## src/rtl/otter_intr_ctrl_if.sv

```systemverilog
// Purpose : bundles the IOBUS register port and the CU_FSM interrupt handshake.
// Latency : n/a (wires only); cpu_intr is registered inside the controller.
// Backpressure: none; int_taken / mret_exec are single-cycle pulses from the FSM.
// Signals : iobus_addr/iobus_out/iobus_wr (store side), iobus_rd_data (load side),
//           int_taken/mret_exec (FSM -> ctrl), cpu_intr (ctrl -> FSM).
interface otter_intr_ctrl_if;
  logic [31:0] iobus_addr;
  logic [31:0] iobus_out;
  logic        iobus_wr;
  logic [31:0] iobus_rd_data;
  logic        int_taken;
  logic        mret_exec;
  logic        cpu_intr;

  // CPU / bus side
  modport master (
    output iobus_addr, iobus_out, iobus_wr, int_taken, mret_exec,
    input  iobus_rd_data, cpu_intr
  );

  // Interrupt controller side
  modport slave (
    input  iobus_addr, iobus_out, iobus_wr, int_taken, mret_exec,
    output iobus_rd_data, cpu_intr
  );
endinterface

```

## src/rtl/otter_intr_ctrl.sv

```systemverilog
// Purpose : multi-source edge-latched interrupt controller in front of CU_FSM.
// Latency : edge sampled at clock k -> PENDING at k -> cpu_intr high after k+1.
// Backpressure: one request outstanding; new edges queue in PENDING until mret.
// Ports   : clk_i, rst_ni (async active-low), irq_src_i[NUM_SRC],
//           bus (slave modport): IOBUS regs PENDING(+0) MASK(+4) ACTIVE(+8),
//           int_taken/mret_exec in, cpu_intr out.
module otter_intr_ctrl #(
  parameter int          NUM_SRC   = 8,
  parameter logic [31:0] BASE_ADDR = 32'h1100_0100
) (
  input  logic               clk_i,
  input  logic               rst_ni,
  input  logic [NUM_SRC-1:0] irq_src_i,
  otter_intr_ctrl_if.slave   bus
);

  localparam logic [1:0] ST_IDLE    = 2'd0;
  localparam logic [1:0] ST_REQ     = 2'd1;
  localparam logic [1:0] ST_SERVICE = 2'd2;

  localparam logic [31:0] ADDR_PEND = BASE_ADDR;
  localparam logic [31:0] ADDR_MASK = BASE_ADDR + 32'h4;
  localparam logic [31:0] ADDR_ACT  = BASE_ADDR + 32'h8;

  logic [NUM_SRC-1:0] irq_prev_q;
  logic [NUM_SRC-1:0] pending_q, pending_d;
  logic [NUM_SRC-1:0] mask_q, mask_d;
  logic               act_vld_q, act_vld_d;
  logic [3:0]         act_id_q, act_id_d;
  logic [1:0]         state_q, state_d;

  logic [NUM_SRC-1:0] edge_vec;
  logic [NUM_SRC-1:0] req_vec;
  logic [NUM_SRC-1:0] w1c_vec;
  logic [NUM_SRC-1:0] win_oh;
  logic [NUM_SRC-1:0] cap_clr;
  logic [3:0]         win_id;
  logic               capture;

  assign edge_vec = irq_src_i & ~irq_prev_q;
  assign req_vec  = pending_q & mask_q;
  assign w1c_vec  = (bus.iobus_wr && bus.iobus_addr == ADDR_PEND) ?
                    bus.iobus_out[NUM_SRC-1:0] : '0;

  // Lowest set index wins: scan from the top so the last hit is the lowest.
  always_comb begin
    win_id = 4'd0;
    for (int i = NUM_SRC - 1; i >= 0; i--) begin
      if (req_vec[i]) win_id = 4'(i);
    end
    win_oh = '0;
    for (int i = 0; i < NUM_SRC; i++) begin
      win_oh[i] = (4'(i) == win_id);
    end
  end

  // A withdrawn request (req_vec empty) takes precedence over int_taken.
  assign capture = (state_q == ST_REQ) && bus.int_taken && (req_vec != '0);
  assign cap_clr = capture ? win_oh : '0;

  // New edges are OR-ed last so a same-cycle set beats any clear.
  assign pending_d = (pending_q & ~(w1c_vec | cap_clr)) | edge_vec;

  // Capture above already used mask_q, so a concurrent MASK write lands after.
  assign mask_d = (bus.iobus_wr && bus.iobus_addr == ADDR_MASK) ?
                  bus.iobus_out[NUM_SRC-1:0] : mask_q;

  always_comb begin
    state_d   = state_q;
    act_vld_d = act_vld_q;
    act_id_d  = act_id_q;
    case (state_q)
      ST_IDLE: begin
        if (req_vec != '0) state_d = ST_REQ;
      end
      ST_REQ: begin
        if (req_vec == '0) begin
          state_d = ST_IDLE;
        end else if (bus.int_taken) begin
          state_d   = ST_SERVICE;
          act_vld_d = 1'b1;
          act_id_d  = win_id;
        end
      end
      ST_SERVICE: begin
        if (bus.mret_exec) begin
          state_d   = ST_IDLE;
          act_vld_d = 1'b0;
        end
      end
      default: state_d = ST_IDLE;
    endcase
  end

  always_ff @(posedge clk_i or negedge rst_ni) begin
    if (!rst_ni) begin
      irq_prev_q <= '0;
      pending_q  <= '0;
      mask_q     <= '0;
      act_vld_q  <= 1'b0;
      act_id_q   <= 4'd0;
      state_q    <= ST_IDLE;
    end else begin
      irq_prev_q <= irq_src_i;
      pending_q  <= pending_d;
      mask_q     <= mask_d;
      act_vld_q  <= act_vld_d;
      act_id_q   <= act_id_d;
      state_q    <= state_d;
    end
  end

  assign bus.cpu_intr = (state_q == ST_REQ);

  always_comb begin
    bus.iobus_rd_data = 32'h0;
    case (bus.iobus_addr)
      ADDR_PEND: bus.iobus_rd_data = 32'(pending_q);
      ADDR_MASK: bus.iobus_rd_data = 32'(mask_q);
      ADDR_ACT:  bus.iobus_rd_data = {act_vld_q, 27'h0, act_id_q};
      default:   bus.iobus_rd_data = 32'h0;
    endcase
  end

endmodule
```

## src/flat_wrapper.sv

```systemverilog
// flat-port wrapper written by rule: the top's interface ports become plain ports
module otter_intr_ctrl_flat 
#(
  parameter int          NUM_SRC   = 8,
  parameter logic [31:0] BASE_ADDR = 32'h1100_0100
)
  (clk_i, rst_ni, irq_src_i, bus_iobus_addr, bus_iobus_out, bus_iobus_wr, bus_int_taken, bus_mret_exec, bus_iobus_rd_data, bus_cpu_intr);
  otter_intr_ctrl_if bus_i ();
  input  logic clk_i;
  input  logic rst_ni;
  input  logic [NUM_SRC-1:0] irq_src_i;
  input wire logic [$bits(bus_i.iobus_addr)-1:0] bus_iobus_addr;
  input wire logic [$bits(bus_i.iobus_out)-1:0] bus_iobus_out;
  input wire logic [$bits(bus_i.iobus_wr)-1:0] bus_iobus_wr;
  input wire logic [$bits(bus_i.int_taken)-1:0] bus_int_taken;
  input wire logic [$bits(bus_i.mret_exec)-1:0] bus_mret_exec;
  output wire logic [$bits(bus_i.iobus_rd_data)-1:0] bus_iobus_rd_data;
  output wire logic [$bits(bus_i.cpu_intr)-1:0] bus_cpu_intr;
  assign bus_i.iobus_addr = bus_iobus_addr;
  assign bus_i.iobus_out = bus_iobus_out;
  assign bus_i.iobus_wr = bus_iobus_wr;
  assign bus_i.int_taken = bus_int_taken;
  assign bus_i.mret_exec = bus_mret_exec;
  assign bus_iobus_rd_data = bus_i.iobus_rd_data;
  assign bus_cpu_intr = bus_i.cpu_intr;
  otter_intr_ctrl #(.NUM_SRC(NUM_SRC), .BASE_ADDR(BASE_ADDR)) u_core (.clk_i(clk_i), .rst_ni(rst_ni), .irq_src_i(irq_src_i), .bus(bus_i));
endmodule
```

## config.mk

```make
export PLATFORM = sky130hd
export DESIGN_NAME = otter_intr_ctrl_flat
export DESIGN_NICKNAME = d
export VERILOG_FILES = /design/src/rtl/otter_intr_ctrl_if.sv /design/src/rtl/otter_intr_ctrl.sv /design/src/flat_wrapper.sv
export SDC_FILE = /design/constraint.sdc
export NUM_CORES = 1
export LEC_CHECK = 0
export CAP_MARGIN = 40
export CORE_MARGIN = 3
export CORE_UTILIZATION = 36
export CTS_CLUSTER_DIAMETER = 200
export DETAILED_ROUTE_END_ITERATION = 8
export MAX_ROUTING_LAYER = met4
export PLACE_DENSITY_LB_ADDON = 0.2
export SETUP_SLACK_MARGIN = 0.02
export SLEW_MARGIN = 5
export SYNTH_ARGS = -nofsm -noshare
export SYNTH_HDL_FRONTEND = slang
export SYNTH_SLANG_ARGS = --single-unit
export TNS_END_PERCENT = 20
```

## constraint.sdc

```tcl
create_clock -name clk_i -period 2.9 [get_ports clk_i]
set_clock_uncertainty 0.1 [all_clocks]
set_input_delay 0.725 -clock clk_i [delete_from_list [all_inputs] [get_ports clk_i]]
set_output_delay 0.725 -clock clk_i [all_outputs]
set_load 0.05 [all_outputs]
```

Word level (Yosys, flattened, before mapping)
Index checks and enable logic that the tools add are counted.

word-level totals
  register bits = 31
  bits of input ports = 77
  output and inout port bits = 33
  logic and storage cells = 63

operators by class
  equality and inequality tests = 17
  muxes and demuxes = 20
  bitwise gates (word level) = 8
  reduce and logical (&&, ||, !) cells = 12

operators with widths
  operator              count
  $eq 32x29->1 const B  3
  $pmux 32 s3           1
  $mux 4                7
  $and 8x8->8           3
  $eq 3x4->1 const A    4
  $mux 8                2
  $not 8->8             2
  $or 8x8->8            2
  $eq 2x4->1 const A    2
  $logic_not 8->1       1
  $mux 2                4
  $reduce_bool 8->1     1
  $ne 2x2->1 const B    3
  $pmux 2 s3            1
  $reduce_and 3->1      2
  $eq 1x4->1 const A    1
  $logic_and 1x1->1     4
  $logic_not 4->1       1
  $reduce_and 4->1      1
  $mux 1                3
  $mux 3                1
  $ne 3x2->1 const B    1
  $eq 2x1->1 const B    1
  $eq 2x2->1 const B    1
  other kinds (5)       5

Logic depth before layout (Yosys ltp)
Gate-level depths: netlist of the first run.

  depth in word-level cells = 15
  gate-level depth with buffers = 5
  gate-level depth less buffers = 5

Worst setup path before layout of the first run
OpenSTA, ideal clock, no wires.

  kind = in2out
  start = in bus_iobus_addr[31]
  end = out bus_iobus_rd_data[3]
  arrival = 2.513 ns
  data required time = 2.075 ns
  path slack = -0.438 ns
  stages = 4
  buffers on the path = 0
  path through = nor4b_1 -> nand4_2 -> or3_2 -> nor2_1

on the way
  word-level cells in the longest chain between the ends = 2
  elaborated cells on any way between the ends = 4
  those cells by class = 3 x eq/ne; 1 x mux

RTL lines
  element             RTL line                source
  start: declaration  flat_wrapper.sv:12      input wire logic [$bits(bus_i.iobus_addr)-1:0] bus_iobus_addr;
  $eq 32x29->1        otter_intr_ctrl.sv:117  case (bus.iobus_addr)
  $pmux 32 s3 (*)     otter_intr_ctrl.sv:117
  end: declaration    flat_wrapper.sv:17      output wire logic [$bits(bus_i.iobus_rd_data)-1:0] bus_iobus_rd_data;

Every way passes the cells marked *; elsewhere a longest branch is shown, timed or not.

Worst setup path after layout of the first run
  start = in bus_iobus_addr[10]
  end = out bus_iobus_rd_data[3]

Same word-level chain as after synthesis.

==> flow_metrics.py, run 1 <==
metrics = {
    "detailed_routing": {
        "via_per_inst": 5.07,
        "ant_nets": 0,
        "vias": 1561,
        "drc": 0,
        "wl_um": 4480,
        "drt_pass1_iterations": 4,
        "post_drt_wl_per_cell_um": 14.6,
        "detail_route.iter0.violations": 56,
    },
    "synth": {
        "synth_cells": 174,
        "synth_cell_types": 37,
        "synth-seq-cells": 30,
        "synth-edff-count": 0,
        "ys_async_sr_fraction_pct": 100,
        "synthTopCellsByArea": "dfrtp_1 44%, buf_4 10%, mux2_2 5.3%, mux2i_1 4.7%, nor2_1 3.5%",
        "ys_warn_count": 0,
        "synth_most_common_cell": "dfrtp_1",
        "ys.flop_type": "dfrtp_1",
        "synth_top_area_share_pct": 44.0,
        "syn-cell-area_sq_um": 1710,
        "ys_seq_area_share_pct": 44.0,
        "synth_top_area_cell": "dfrtp_1",
        "avgSynthCellArea_sq_um": 9.81,
        "synth_top_cells_by_count": "30 x dfrtp_1, 23 x buf_4, 16 x nor2_1",
    },
    "clock_network": {
        "clkTransAtPathRegs_ns": 0.06,
        "cts_setup_buffers": 0,
        "cts_buffers": 5,
        "clock_sink_count": 30,
        "htree_levels": 2,
        "root_buffer": "clkbuf_8",
        "clockBufferDepth": 2,
        "insertion_delay_ns": 0.28,
        "cts_tree": "yes",
    },
    "worst_setup_path": {
        "path_max_fanout": 5,
        "cp_num_cells": 6,
        "critPathLaunch": "bus_iobus_addr[10]",
        "crit_family": "simple AND/OR/NAND/NOR gates",
        "timing.rr.start": "u_core.mask_q[1]$_DFFE_PN0P_",
        "r2r_end": "u_core.act_id_q[0]$_DFFE_PN0P_",
        "start_kind": "primary input",
        "worst_setup_path_end_kind": "primary output",
        "critical_path_class": "primary input to primary output",
        "rrSetupSlack_ns": 1.17,
        "required_ns": 2.08,
        "cp.arrival_ns": 2.05,
        "reg2reg_depth": 5,
        "crit_path_cell_trace": "buf_2 -> nor4b_4 -> nand4_1 -> or3_4 -> nor2_4 -> buf_12",
        "cpPeakStageDelay_ns": 0.51,
        "endpoint": "bus_iobus_rd_data[3]",
        "crit_buf_inv": 2,
        "critPathSlowestCell": "or3_4",
    },
    "sta": {
        "hold_viol": 0,
        "rsz0062_at_grt": "true",
        "finalSetupTns_ns": 0,
        "finalCritPeriodShare_pct": 99.2,
        "fmax_mhz": 348,
        "slew_violations": 0,
        "finalSetupViolCount": 0,
        "worst_slack_ns": 0.0232,
        "period_minus_slack_ns": 2.88,
    },
    "pwr": {
        "p_per_area_nw_per_um2": 357,
        "p_int_mw": 0.679,
        "p_leak_nw": 1.21,
        "peakVddDrop_mv": 0.279,
        "seqPwrFrac_pct": 44.8,
        "p_clk_share_pct": 36.9,
        "comb_power_share_pct": 18.4,
        "switching_power_mw": 0.271,
        "p_sw_share_pct": 28.5,
    },
    "layout": {
        "final_core_util_pct": 59.5,
        "post_route_cells_drive_above_1_share_pct": 30.1,
        "fin_nets": 332,
        "stdcell_count": 308,
        "antenna_cells": 0,
        "area_delta_synth_final_pct": 55.9,
    },
    "global_routing": {
        "overflow": 0,
        "grt_use_total_pct": 16.9,
        "antenna_found_initial": 0,
        "grt_pass1_vias": 1517,
        "grt_max_degree": 31,
        "grt_pass1_wl_um": 6910,
    },
    "placed_design": {
        "place_ws_ns": -0.614,
        "globalplace.congestion": 0.749,
        "place_inst": 300,
        "post-dp-hpwl_um": 3500,
        "io_buffers": 62,
    },
    "floorplan": {
        "dieHeight_um": 74.9,
        "row_count": 24,
        "start_util_pct": 38.1,
        "ios": 110,
        "core-area_sq_um": 4470,
        "die_w_um": 74.9,
        "die_area_sq_um": 5600,
    },
    "flow_run": {
        "maxCapViolCount": 0,
    },
    "status": {
        "outcome": "completed",
    },
    "worst_hold_path": {
        "min_path_cells": 1,
        "holdCritPathClass": "flip-flop to flip-flop",
    },
}
-- cell usage in the layout (no fill, tap or decap), types with 6 or more instances in the layout --
cell / instances
buf_6: 6
nand3_1: 10
buf_4: 14
and3_1: 6
nor2_1: 11
nand2_1: 10
inv_1: 10
clkbuf_8: 6
mux2_2: 8
dfrtp_1: 30
conb_1: 23
clkdlybuf4s50_1: 21
mux2i_1: 8
buf_2: 11
buf_12: 9
dlygate4sd2_1: 6
clkdlybuf4s15_1: 6
-- layout make-up --
class	instances	area, sq um
Fill cell	395	1810
Multi-Input combinational cell	132	966
Sequential cell	30	751
Timing Repair Buffer	76	746
Clock buffer	6	82.6
Tap cell	52	65.1
Inverter	10	37.5
Clock inverter	2	12.5
-- worst min path at each step --
stage | from | endpoint | slack [ns]
3_3_place_gp | u_core.irq_prev_q[6]$_DFF_PN0_ | u_core.pending_q[6]$_DFF_PN0_ | 0.31
4_1_cts | u_core.irq_prev_q[4]$_DFF_PN0_ | u_core.pending_q[4]$_DFF_PN0_ | 0.33
5_1_grt | u_core.irq_prev_q[5]$_DFF_PN0_ | u_core.pending_q[5]$_DFF_PN0_ | 0.34
2_1_floorplan | u_core.irq_prev_q[4]$_DFF_PN0_ | u_core.pending_q[4]$_DFF_PN0_ | 0.31
3_5_place_dp | u_core.irq_prev_q[4]$_DFF_PN0_ | u_core.pending_q[4]$_DFF_PN0_ | 0.32
6_report | u_core.irq_prev_q[5]$_DFF_PN0_ | u_core.pending_q[5]$_DFF_PN0_ | 0.34
-- sequential cells by signal, summed over array words and instances (netlist names) --
register / flops
u_core.act_id_q: 3
u_core.state_q: 2
u_core.mask_q: 8
u_core.pending_q: 8
u_core.act_vld_q: 1
u_core.irq_prev_q: 8
-- timing repair --
action / 4_1_cts / 5_1_grt
setup endpoints to repair: 9 / 9
cloned: 0 / 0
resized for setup: 101 / 18
pin swaps: 17 / 6
hold buffers: 0 / 0
-- through the flow --
step / power (mW) / cell area [sq um] / hold WS (ns)
after floorplan: 0.541 / 1800 / 0.309
after global placement: 0.607 / 2510 / 0.313
after detailed placement: 0.608 / 2510 / 0.318
after CTS: 0.954 / 2630 / 0.328
after global routing: 0.986 / 2660 / 0.343
final: 0.950 / 2660 / 0.340
-- power by group through the flow --
| stage | sequential [mW] | clock, mW | combinational, mW |
|---|---|---|---|
| 6_report | 0.426 | 0.350 | 0.174 |
| 5_1_grt | 0.426 | 0.372 | 0.188 |
| 4_1_cts | 0.425 | 0.358 | 0.171 |
| 3_5_place_dp | 0.433 | 0 | 0.175 |
| 3_3_place_gp | 0.433 | 0 | 0.174 |
| 2_1_floorplan | 0.433 | 0 | 0.108 |
-- logic make-up (layout without fill, tap and decap cells) --
| logic type | Yosys count | count (layout) | synth area share, % |
|---|---|---|---|
| simple gates | 64 | 64 | 20.6 |
| mux | 16 | 16 | 9.97 |
| other cells | 1 | 23 | 0.220 |
| compound gates | 29 | 29 | 12.7 |
| flops | 30 | 30 | 44.0 |
| buf+inv | 34 | 94 | 12.5 |
-- per-layer routing --
metal	share of wire (%)	vias to the layer above	track usage (%)
li1	-	746	-
met1	38	727	18.9
met2	51	82	29.0
met3	10	6	4.67
met4	1.3	0	5.93
met5	0	-	-
(Power assumes the default switching activity.)
==> inputs of run 2 (changes only) <==
- CORE_UTILIZATION: 36 -> 33
- clock period: 2.9 -> 2.5 ns (I/O delays scaled with it)
==> flow_metrics.py, run 2 (same netlist as run 1, synthesis figures left out) <==
metrics = {
    "detailed_routing": {
        "drt_pass1_iterations": 4,
        "via_per_inst": 4.72,
        "post_drt_wl_per_cell_um": 14.0,
        "vias": 1516,
        "drc": 0,
        "wl_um": 4500,
        "detail_route.iter0.violations": 50,
        "ant_nets": 0,
    },
    "global_routing": {
        "grt_max_degree": 31,
        "grt_pass1_wl_um": 7540,
        "antenna_found_initial": 0,
        "overflow": 0,
        "grt_use_total_pct": 16.1,
        "grt_pass1_vias": 1555,
    },
    "sta": {
        "finalSetupViolCount": 9,
        "fmax_mhz": 375,
        "rsz0062_at_grt": "true",
        "slew_violations": 0,
        "period_minus_slack_ns": 2.67,
        "worst_slack_ns": -0.167,
        "whs_ns": 0.336,
        "finalSetupTns_ns": -1.19,
        "finalCritPeriodShare_pct": 107,
        "hold_viol": 0,
    },
    "clock_network": {
        "root_buffer": "clkbuf_8",
        "insertion_delay_ns": 0.27,
        "cts_buffers": 5,
        "htree_levels": 2,
        "clkTransAtPathRegs_ns": 0.06,
        "ctsHoldBuffers": 0,
        "clock_sink_count": 30,
        "clockBufferDepth": 2,
        "cts_tree": "yes",
    },
    "placed_design": {
        "post-dp-hpwl_um": 3400,
        "globalplace.congestion": 0.776,
        "io_buffers": 62,
        "place_inst": 312,
    },
    "worst_setup_path": {
        "path_max_fanout": 5,
        "worst_setup_path_end_kind": "primary output",
        "critical_path_class": "primary input to primary output",
        "reg2reg_depth": 5,
        "required_ns": 1.77,
        "cp.arrival_ns": 1.94,
        "start_kind": "primary input",
    },
    "pwr": {
        "p_leak_nw": 1.20,
        "p_per_area_nw_per_um2": 389,
        "peakVddDrop_mv": 0.346,
    },
    "floorplan": {
        "dieHeight_um": 77.9,
        "die_w_um": 77.9,
        "row_count": 25,
        "start_util_pct": 35.2,
        "core-area_sq_um": 4850,
        "ios": 110,
        "die_area_sq_um": 6070,
    },
    "layout": {
        "multi_input_area_sq_um": 1010,
        "post_route_cells_drive_above_1_share_pct": 32.3,
        "stdcell_count": 321,
        "area_delta_synth_final_pct": 60.4,
        "fin_nets": 331,
        "antenna_cells": 0,
        "final_cell_mix": "30 x dfrtp_1, 23 x conb_1, 23 x clkdlybuf4s50_1",
        "fill_cells": 459,
        "top_regs": "u_core.irq_prev_q (8), u_core.mask_q (8), u_core.pending_q (8)",
        "final-seq-area_sq_um": 751,
        "final_common_cell": "dfrtp_1",
    },
    "status": {
        "outcome": "finished with violations",
        "violations": "setup timing",
    },
    "flow_run": {
        "maxCapViolCount": 0,
    },
    "worst_hold_path": {
        "holdCritPathClass": "flip-flop to flip-flop",
        "min_path_cells": 1,
    },
}
-- run 2: changes by cell type in the layout (fill, tap and decap cells not counted), moves of 3 or more --
cell / delta
buf_4: -5
buf_6: +4
dlygate4sd2_1: -3
nor3_1: -3
nor3_2: +3
-- run 2: worst max-delay path, cell delays in order --
cell and delay, ns:
buf_6 0.09, nor4b_4 0.28, nand4_2 0.15, or3_4 0.50, nor2_4 0.15, buf_12 0.15
-- run 2: repair_timing --
item / 4_1_cts / 5_1_grt
hold endpoints to repair: 0 / 0
pin swaps: 13 / 7
setup buffers: 1 / 1
endpoints found under the setup margin: 9 / 9
resized for setup: 94 / 22
-- run 2: power by group --
| group | internal, mW | switching [mW] |
|---|---|---|
| combinational | 0.0826 | 0.130 |
| clock | 0.191 | 0.166 |
| sequential | 0.492 | 0.00164 |
-- run 2: worst paths after layout --
check | end | startpoint | slack (ns)
min in group asynchronous | u_core.mask_q[6]$_DFFE_PN0P_ | rst_ni | 0.64
min | u_core.pending_q[5]$_DFF_PN0_ | u_core.irq_prev_q[5]$_DFF_PN0_ | 0.34
max reg2reg | u_core.act_id_q[0]$_DFFE_PN0P_ | u_core.mask_q[1]$_DFFE_PN0P_ | 0.79
max in group asynchronous | u_core.act_id_q[1]$_DFFE_PN0P_ | rst_ni | 1.39
min reg2reg | u_core.pending_q[5]$_DFF_PN0_ | u_core.irq_prev_q[5]$_DFF_PN0_ | 0.34
max | bus_iobus_rd_data[5] | bus_iobus_addr[31] | -0.17
-- run 2: area by class of cell --
| cell class | instances | share of cell area (%) |
|---|---|---|
| Clock buffer | 7 | 2.79 |
| Inverter | 10 | 1.37 |
| Multi-Input combinational cell | 132 | 36.8 |
| Tap cell | 67 | 3.06 |
| Sequential cell | 30 | 27.4 |
| Timing Repair Buffer | 75 | 28.6 |
-- run 2: metrics by stage --
step / power [mW] / area (sq um) / utilization (%) / setup slack [ns]
final: 1.06 / 2740 / 56.5 / -0.167
after global routing: 1.12 / 2740 / 56.5 / -0.207
after CTS: 1.07 / 2690 / 55.4 / -0.226
after detailed placement: 0.719 / 2640 / 54.4 / -0.540
after global placement: 0.718 / 2640 / 54.4 / -0.555
after floorplan: 0.632 / 1910 / - / -0.198
-- run 2: routing by layer --
layer	vias up	wire length, um	GRT usage, %
met5	-	0	-
met4	0	51	4.72
met3	4	415	5.45
met2	69	2100	25.8
met1	700	1930	19.2
li1	743	-	-
